--- config.mk ---
export PLATFORM = sky130hd
export DESIGN_NAME = control_carga_fetch
export DESIGN_NICKNAME = d
export VERILOG_FILES = /design/src/rtl/control_carga_fetch.sv
export SDC_FILE = /design/constraint.sdc
export NUM_CORES = 1
export LEC_CHECK = 0
export BUFFER_PORTS_ARGS = -buffer_cell sky130_fd_sc_hd__buf_2
export CAP_MARGIN = 20
export CORE_ASPECT_RATIO = 0.8
export CORE_MARGIN = 2
export CORE_UTILIZATION = 38
export CTS_CLUSTER_DIAMETER = 40
export DETAILED_ROUTE_END_ITERATION = 8
export HOLD_SLACK_MARGIN = 0.12
export MAX_ROUTING_LAYER = met4
export SYNTH_ARGS = -nofsm -noshare
export SYNTH_HDL_FRONTEND = slang
export SYNTH_SLANG_ARGS = --single-unit
--- constraint.sdc ---
create_clock -name clk -period 2.6 [get_ports clk]
set_input_delay 0.13 -clock clk [delete_from_list [all_inputs] [get_ports clk]]
set_output_delay 0.13 -clock clk [all_outputs]
set_load 0.01 [all_outputs]
--- src/rtl/control_carga_fetch.sv ---
// Program loader and fetch sequencer for the single-cycle core's instruction memory.
// Assembles a byte stream into 32-bit words, writes them, then runs the word-indexed PC.
//
// state   | meaning
// --------+--------------------------------------------------------------
// CARGA   | accepting load bytes, assembling the current word
// ESCRIBE | writing a complete word to instruction memory
// VACIA   | writing a trailing partial word, upper bytes zero
// EJECUTA | run mode, PC sequencing for instruction fetch
module control_carga_fetch #(
    parameter int ANCHO_DIR = 5,
    parameter int PC_INICIO = 0
) (
    input  logic        clk,
    input  logic        reset,
    input  logic        carga_valido,
    input  logic [7:0]  carga_dato,
    input  logic        carga_fin,
    output logic        carga_listo,
    output logic        we_mem,
    output logic [31:0] dire_mem,
    output logic [31:0] dato_mem,
    input  logic        stall,
    input  logic        salto,
    input  logic [31:0] dire_salto,
    output logic [31:0] pc,
    output logic        run,
    output logic        error_carga
);

    typedef enum logic [1:0] {
        CARGA   = 2'd0,
        ESCRIBE = 2'd1,
        VACIA   = 2'd2,
        EJECUTA = 2'd3
    } estado_t;

    estado_t              estado;
    logic [ANCHO_DIR:0]   ptr_escritura;
    logic [1:0]           cuenta;
    logic [31:0]          ensamblado;
    logic                 fin_pendiente;
    logic [ANCHO_DIR-1:0] pc_q;

    logic                 acepta;
    logic [2:0]           cuenta_sig;
    logic [31:0]          palabra_sig;
    logic                 lleno;
    logic                 unused_salto;

    assign carga_listo  = (estado == CARGA);
    assign acepta       = carga_valido && carga_listo;
    assign cuenta_sig   = {1'b0, cuenta} + {2'b00, acepta};
    assign lleno        = ptr_escritura[ANCHO_DIR];
    assign pc           = {{(32-ANCHO_DIR){1'b0}}, pc_q};
    assign unused_salto = ^dire_salto[31:ANCHO_DIR];

    // A new word starts from zero so a partial flush leaves its upper bytes clear.
    always_comb begin
        palabra_sig = (cuenta == 2'd0) ? 32'd0 : ensamblado;
        if (acepta) begin
            palabra_sig[{cuenta, 3'b000} +: 8] = carga_dato;
        end
    end

    always_ff @(posedge clk) begin
        if (reset) begin
            estado        <= CARGA;
            ptr_escritura <= '0;
            cuenta        <= 2'd0;
            ensamblado    <= 32'd0;
            fin_pendiente <= 1'b0;
            pc_q          <= ANCHO_DIR'(PC_INICIO);
            we_mem        <= 1'b0;
            dire_mem      <= 32'd0;
            dato_mem      <= 32'd0;
            run           <= 1'b0;
            error_carga   <= 1'b0;
        end else begin
            we_mem <= 1'b0;
            case (estado)
                CARGA: begin
                    if (acepta) begin
                        ensamblado <= palabra_sig;
                    end
                    if ((acepta && cuenta == 2'd3) || (carga_fin && cuenta_sig != 3'd0)) begin
                        estado        <= (acepta && cuenta == 2'd3) ? ESCRIBE : VACIA;
                        fin_pendiente <= carga_fin;
                        cuenta        <= 2'd0;
                        dire_mem      <= {{(32-ANCHO_DIR){1'b0}}, ptr_escritura[ANCHO_DIR-1:0]};
                        dato_mem      <= palabra_sig;
                        // Past the last index the word is dropped and the overflow is flagged.
                        if (!lleno) begin
                            we_mem        <= 1'b1;
                            ptr_escritura <= ptr_escritura + 1'b1;
                        end else begin
                            error_carga <= 1'b1;
                        end
                    end else if (carga_fin) begin
                        estado <= EJECUTA;
                        cuenta <= 2'd0;
                    end else begin
                        cuenta <= cuenta_sig[1:0];
                    end
                end
                ESCRIBE: begin
                    estado <= fin_pendiente ? EJECUTA : CARGA;
                end
                VACIA: begin
                    estado <= EJECUTA;
                end
                EJECUTA: begin
                    run <= 1'b1;
                    // The PC leaves PC_INICIO only once run is visible to the core.
                    if (run) begin
                        if (salto) begin
                            pc_q <= dire_salto[ANCHO_DIR-1:0];
                        end else if (!stall) begin
                            pc_q <= pc_q + 1'b1;
                        end
                    end
                end
                default: begin
                    estado <= CARGA;
                end
            endcase
        end
    end

endmodule

======== After elaboration in Yosys (flattened, before gate mapping) ========
Cells that the tools add are included.
W data, S select, Z words.
word-level totals
  flip-flop bits (word level) ............. 88
  bits of input ports ..................... 46
  output and inout bits ................... 100
cells by class
  add/sub/neg operators ................... 4
  equality and inequality tests ........... 6
  shift-type cells ........................ 2
  muxes and demuxes ....................... 14
  bitwise gates (word level) .............. 3
  reductions and logical operators ........ 15
operator list
  cell                      count
  $mux W32                  2
  $bwmux W32                1
  $shift A8 B7 Y32 const A  1
  $shiftx A8 B7 Y32         1
  $mux W2                   6
  $mux W5                   2
  $reduce_and A3 Y1         3
  $neg A5 Y7                1
  $add A6 B1 Y6 const B     1
  $eq A2 B2 Y1 const B      3
  $mux W6                   1
  $pmux W2 S3               1
  $reduce_and A2 Y1         3
  $reduce_bool A3 Y1        2
  $add A5 B1 Y5 const B     1
  $logic_not A2 Y1          2
  $add A2 B1 Y3             1
  $logic_and A1 B1 Y1       3
  $ne A3 B2 Y1 const B      1
  $not A1 Y1                3
  $reduce_or A3 Y1          1
  $eq A2 B1 Y1 const B      1
  $ne A2 B1 Y1 const B      1
  $logic_or A1 B1 Y1        1
  $mux W1                   1

======== Longest topological paths before layout ========
  word-level depth ........................ 8
  mapped depth ............................ 12
  gate-level depth less buffers ........... 9

======== Worst setup path before layout ========
OpenSTA, ideal clock, no wires.
  path type ............................... reg2reg
  start ................................... register estado[0]
  end ..................................... register dato_mem[16]
  data arrival time ....................... 2.410 ns
  required time ........................... 2.522 ns
  slack ................................... 0.112 ns
  cell stages (with the launch flop) ...... 13
  path buffers ............................ 3
  cells stage by stage .................... dfxtp_1 > inv_1 > ha_1 > and2_1 > buf_4 > ha_1 > ha_1 > o311ai_1 > and2_1 > buf_4 > buf_6 > a221oi_1 > nor3_1
on the way
  longest elaborated chain between the ends .. 7
  elaborated cells between the ends (all ways) .. 9
ends and longest elaborated chain
  element                      line  text
  start, declared              38    estado_t estado;
  start signal, assigned       87    estado <= (acepta && cuenta == 2'd3) ? ESCRIBE : VACIA;
  start signal, assigned       107   estado <= fin_pendiente ? EJECUTA : CARGA;
  $logic_not A2 Y1 *           51    assign carga_listo = (estado == CARGA);
  via carga_listo              19    output logic carga_listo,
  $logic_and A1 B1 Y1          52    assign acepta = carga_valido && carga_listo;
  $add A2 B1 Y3                53    assign cuenta_sig = {1'b0, cuenta} + {2'b00, acepta};
  $reduce_bool A3 Y1           86    if ((acepta && cuenta == 2'd3) || (carga_fin && cuenta_sig != 3'd0)) begin
  $logic_and A1 B1 Y1          86
  $logic_or A1 B1 Y1           86
  $reduce_and A2 Y1 (no line)  --
  end signal, assigned         91    dato_mem <= palabra_sig;
  end, declared                22    output logic [31:0] dato_mem,
The timed path passes the listed nets; every way through them passes the cells marked *.
A chain may end at the register's enable or synchronous reset.

======== Final worst setup path ========
  start ................................... register estado[0]
  end ..................................... register dato_mem[16]
on the way
  longest elaborated chain between the ends .. 7
  elaborated cells between the ends (all ways) .. 9
ends and longest elaborated chain
  element                      line
  $logic_not A2 Y1 *           51, 81
  $logic_and A1 B1 Y1          52
  $add A2 B1 Y3                53
  $reduce_bool A3 Y1           86
  $logic_and A1 B1 Y1          86
  $logic_or A1 B1 Y1           86
  $reduce_and A2 Y1 (no line)  --
Every way passes the cells marked *; elsewhere a longest branch is shown, timed or not.

==> run summary <==
Crit. Startpoint: estado[0]
die width: 121.2 µm
met3 WL: 483 µm
setup_tns: 0 ns
DRC: 0
Hold WC Path Type: in -> reg
gr usage total: 0.1651
critical setup path kind: reg -> reg
total vias in the final route: 3364
CTS root buf: clkbuf_16
mapped cell area: 0.004174 mm²
Worst path max stage delay: 0.36 ns
n_diodes: 0
commonest non-fill, non-tap cell in the layout: dfxtp_1
initial drt markers: 238
Detail Route Antenna Nets: 0
# Post-CTS Setup Buffers: 0
Lkg Pwr: 2.003 nW
worst slack, placed: 0.02885 ns
critical path startpoint category: register
Die Ht: 97.74 µm
die outline area: 0.01184 mm²
synthesis-stage register bit count: 88
ratio of cells with drive above 1 in the final layout: 0.1947
hold_sp: dire_salto[3]
cell type with the largest total area after synthesis: dfxtp_1
Layout area overhead: 12.44%
Num CTS Buffers: 9
VDD IR-drop max: 507.2 µV
post-layout minimum cycle time: 2.397 ns
Initial Utilization: 0.3863
Most common cell on crit path: ha_1
RSZ-0062 raised after global routing: no
crit-path cells: inv_1 -> ha_1 -> and2_1 -> ha_1 -> ha_1 -> o311ai_2 -> and2_4 -> buf_12 -> a221oi_1 -> nor3_1
WP data arrival: 2.65 ns
Avg WL per Cell: 13.93 µm
cells after synthesis: 471
number of vias per cell: 5.036
Seq/Total Area, Yosys: 0.4221
max-cap violations: 0
Max Root-Sink Buffers: 2
share of the synthesized area in the top cell type: 0.4221
number of buffers and inverters on the critical path: 2
Slowest-stage cell, CP: dfxtp_2
total core area: 0.01081 mm²
first-pass GRT wire length: 15110 µm
Worst Path Required: 2.86 ns
worst skew pair latency: 0.34 ns
pin count of the biggest net entering global routing: 49
fin crit share: 0.9218
clock skew: 0.006055 ns
Synth Flop Type: dfxtp_1
final worst slack: 0.2033 ns
total congestion overflow: 0
nets@finish: 579
I/O Buffers: 64
critical path fanouts, max: 32
Setup crit end kind: register
CP top delay family: adder cells
FP Rows: 34
synth unique cells: 43
final setup vio count: 0
DRT Pass-1 Iters: 5
HPWL Detailed: 6372 µm
fin. max-slew vios: 0
total of warnings raised by yosys: 0
Hold Slack: 0.1432 ns
Worst-Margin Slew: 0.8015 ns
async set-reset flop share out of synthesis: 0
reg-to-reg critical path startpoint: estado[0]
R2R setup slack: 0.20 ns
largest cells by area after synthesis: dfxtp_1 42%, buf_4 11%, nor2_1 7.0%
CTS tree: done
Top Metal Used: met4
most frequent cells in the layout: 86 x dfxtp_1, 78 x nor2_1, 64 x buf_2
H-tree depth: 3
number of global-route vias before repair: 3123
power per cell area: 880.5 mW/mm²
Fmax achieved: 417.2 MHz
Ports: 146
Post-synth EDFFs: 0
Syn Area/Cell: 8.862 µm²
met2 WL: 4112 µm
# clock sinks: 88
Final GP Congestion: 0.7927
Filler cells: 1093
Final Total Pwr: 4.133 mW
Routed met1 length: 4543 µm
Fin. Hold Viols: 0
clk slew on worst S/H paths: 0.06 ns
Total Wirelength: 9307 µm
initial antenna violation count: 0
relative slew slack: 0.4657
status: finished clean
-- layout make-up --
| type | instances | area (µm²) | share of cell area |
|---|---|---|---|
| inverters | 9 | 33.78 | 0.007198 |
| repair buffers | 74 | 425.4 | 0.09064 |
| clock inverters | 5 | 81.33 | 0.01733 |
| well taps | 144 | 180.2 | 0.03839 |
| multi-input cells | 337 | 1976 | 0.4210 |
| clock buffers | 11 | 232.7 | 0.04959 |
| flip-flops and latches | 88 | 1764 | 0.3759 |
-- repair_timing --
action | CTS | global route
gates resized for setup | 0 | 5
setup endpoints to repair | 0 | 40
hold buffers | 2 | 0
endpoints found under the hold margin | 2 | 0
-- path summary, 6_finish.rpt --
check,end,cells past startpoint
worst max-delay path,dato_mem[16],10
worst min-delay path,pc_q[3],5
worst max register to register,dato_mem[16],10
worst min register to register,dire_mem[2],2
-- layer usage --
layer,vias to the layer above,track usage
met4,0,0.05836
met1,1599,0.2208
li1,1658,-
met2,92,0.2398
met5,-,-
met3,15,0.04498
-- per-stage QoR --
| stage | cell area (µm²) | utilization | std cells |
|---|---|---|---|
| finish | 4693 | 0.4343 | 668 |
| global route | 4693 | 0.4343 | 668 |
| CTS | 4676 | 0.4327 | 668 |
| detailed placement | 4342 | 0.4018 | 650 |
| global placement | 4342 | 0.4018 | 650 |
| floorplan | 4373 | - | 524 |
-- flip-flops by register name (all words and copies together), names as in the netlist --
register	count
dato_mem	32
ensamblado	32
ptr_escritura	6
dire_mem	5
pc_q	5
cuenta	2
estado	2
error_carga	1
fin_pendiente	1
run	1
we_mem	1
-- cell usage after synthesis (2+ instances only) --
| library cell | count |
|---|---|
| buf_4 | 59 |
| nor3_1 | 31 |
| buf_6 | 7 |
| dfxtp_1 | 88 |
| o21ai_1 | 4 |
| buf_2 | 4 |
| nand2_1 | 20 |
| ha_1 | 14 |
| a31oi_1 | 5 |
| nand3_1 | 8 |
| o21ai_0 | 3 |
| a21oi_1 | 16 |
| nand2b_1 | 3 |
| a221oi_1 | 27 |
| a21oi_2 | 2 |
| clkbuf_1 | 11 |
| o31ai_1 | 5 |
| inv_1 | 9 |
| a221oi_2 | 4 |
| a21o_1 | 2 |
| a211oi_1 | 4 |
| nor3_2 | 2 |
| xnor2_1 | 3 |
| buf_1 | 9 |
| mux2i_1 | 3 |
| nor2_1 | 78 |
| and2_1 | 4 |
| a22oi_1 | 31 |
-- cells by family (layout without fill, tap and decap cells) --
kind of cell | Yosys count | after routing | synth area share
buffers and inverters | 99 | 99 | 0.1559
XOR/XNOR | 3 | 3 | 0.006296
other | 1 | 54 | 0.0008984
AO/OA/AOI/OAI | 109 | 109 | 0.1987
AND/OR/NAND/NOR | 154 | 154 | 0.1670
adder cells (fa/ha/maj) | 14 | 14 | 0.04197
multiplexers | 3 | 3 | 0.007195
flip-flops | 88 | 88 | 0.4221
-- where the power goes --
part	internal [mW]	leakage, nW	total, mW	switching, mW
combinational	0.433	1.14	1.14	0.705
clock	0.842	0.150	1.36	0.521
sequential	1.53	0.714	1.63	0.104
total	2.80	2.00	4.13	1.33
-- worst register-to-register path, stage by stage, from the launching register on --
cell      delay [ns]
dfxtp_2         0.36
inv_1           0.08
ha_1            0.23
and2_1          0.16
ha_1            0.19
ha_1            0.32
o311ai_2        0.28
and2_4          0.22
buf_12          0.19
a221oi_1        0.10
nor3_1          0.20
Note: power is estimated with default switching activity, not from simulation.
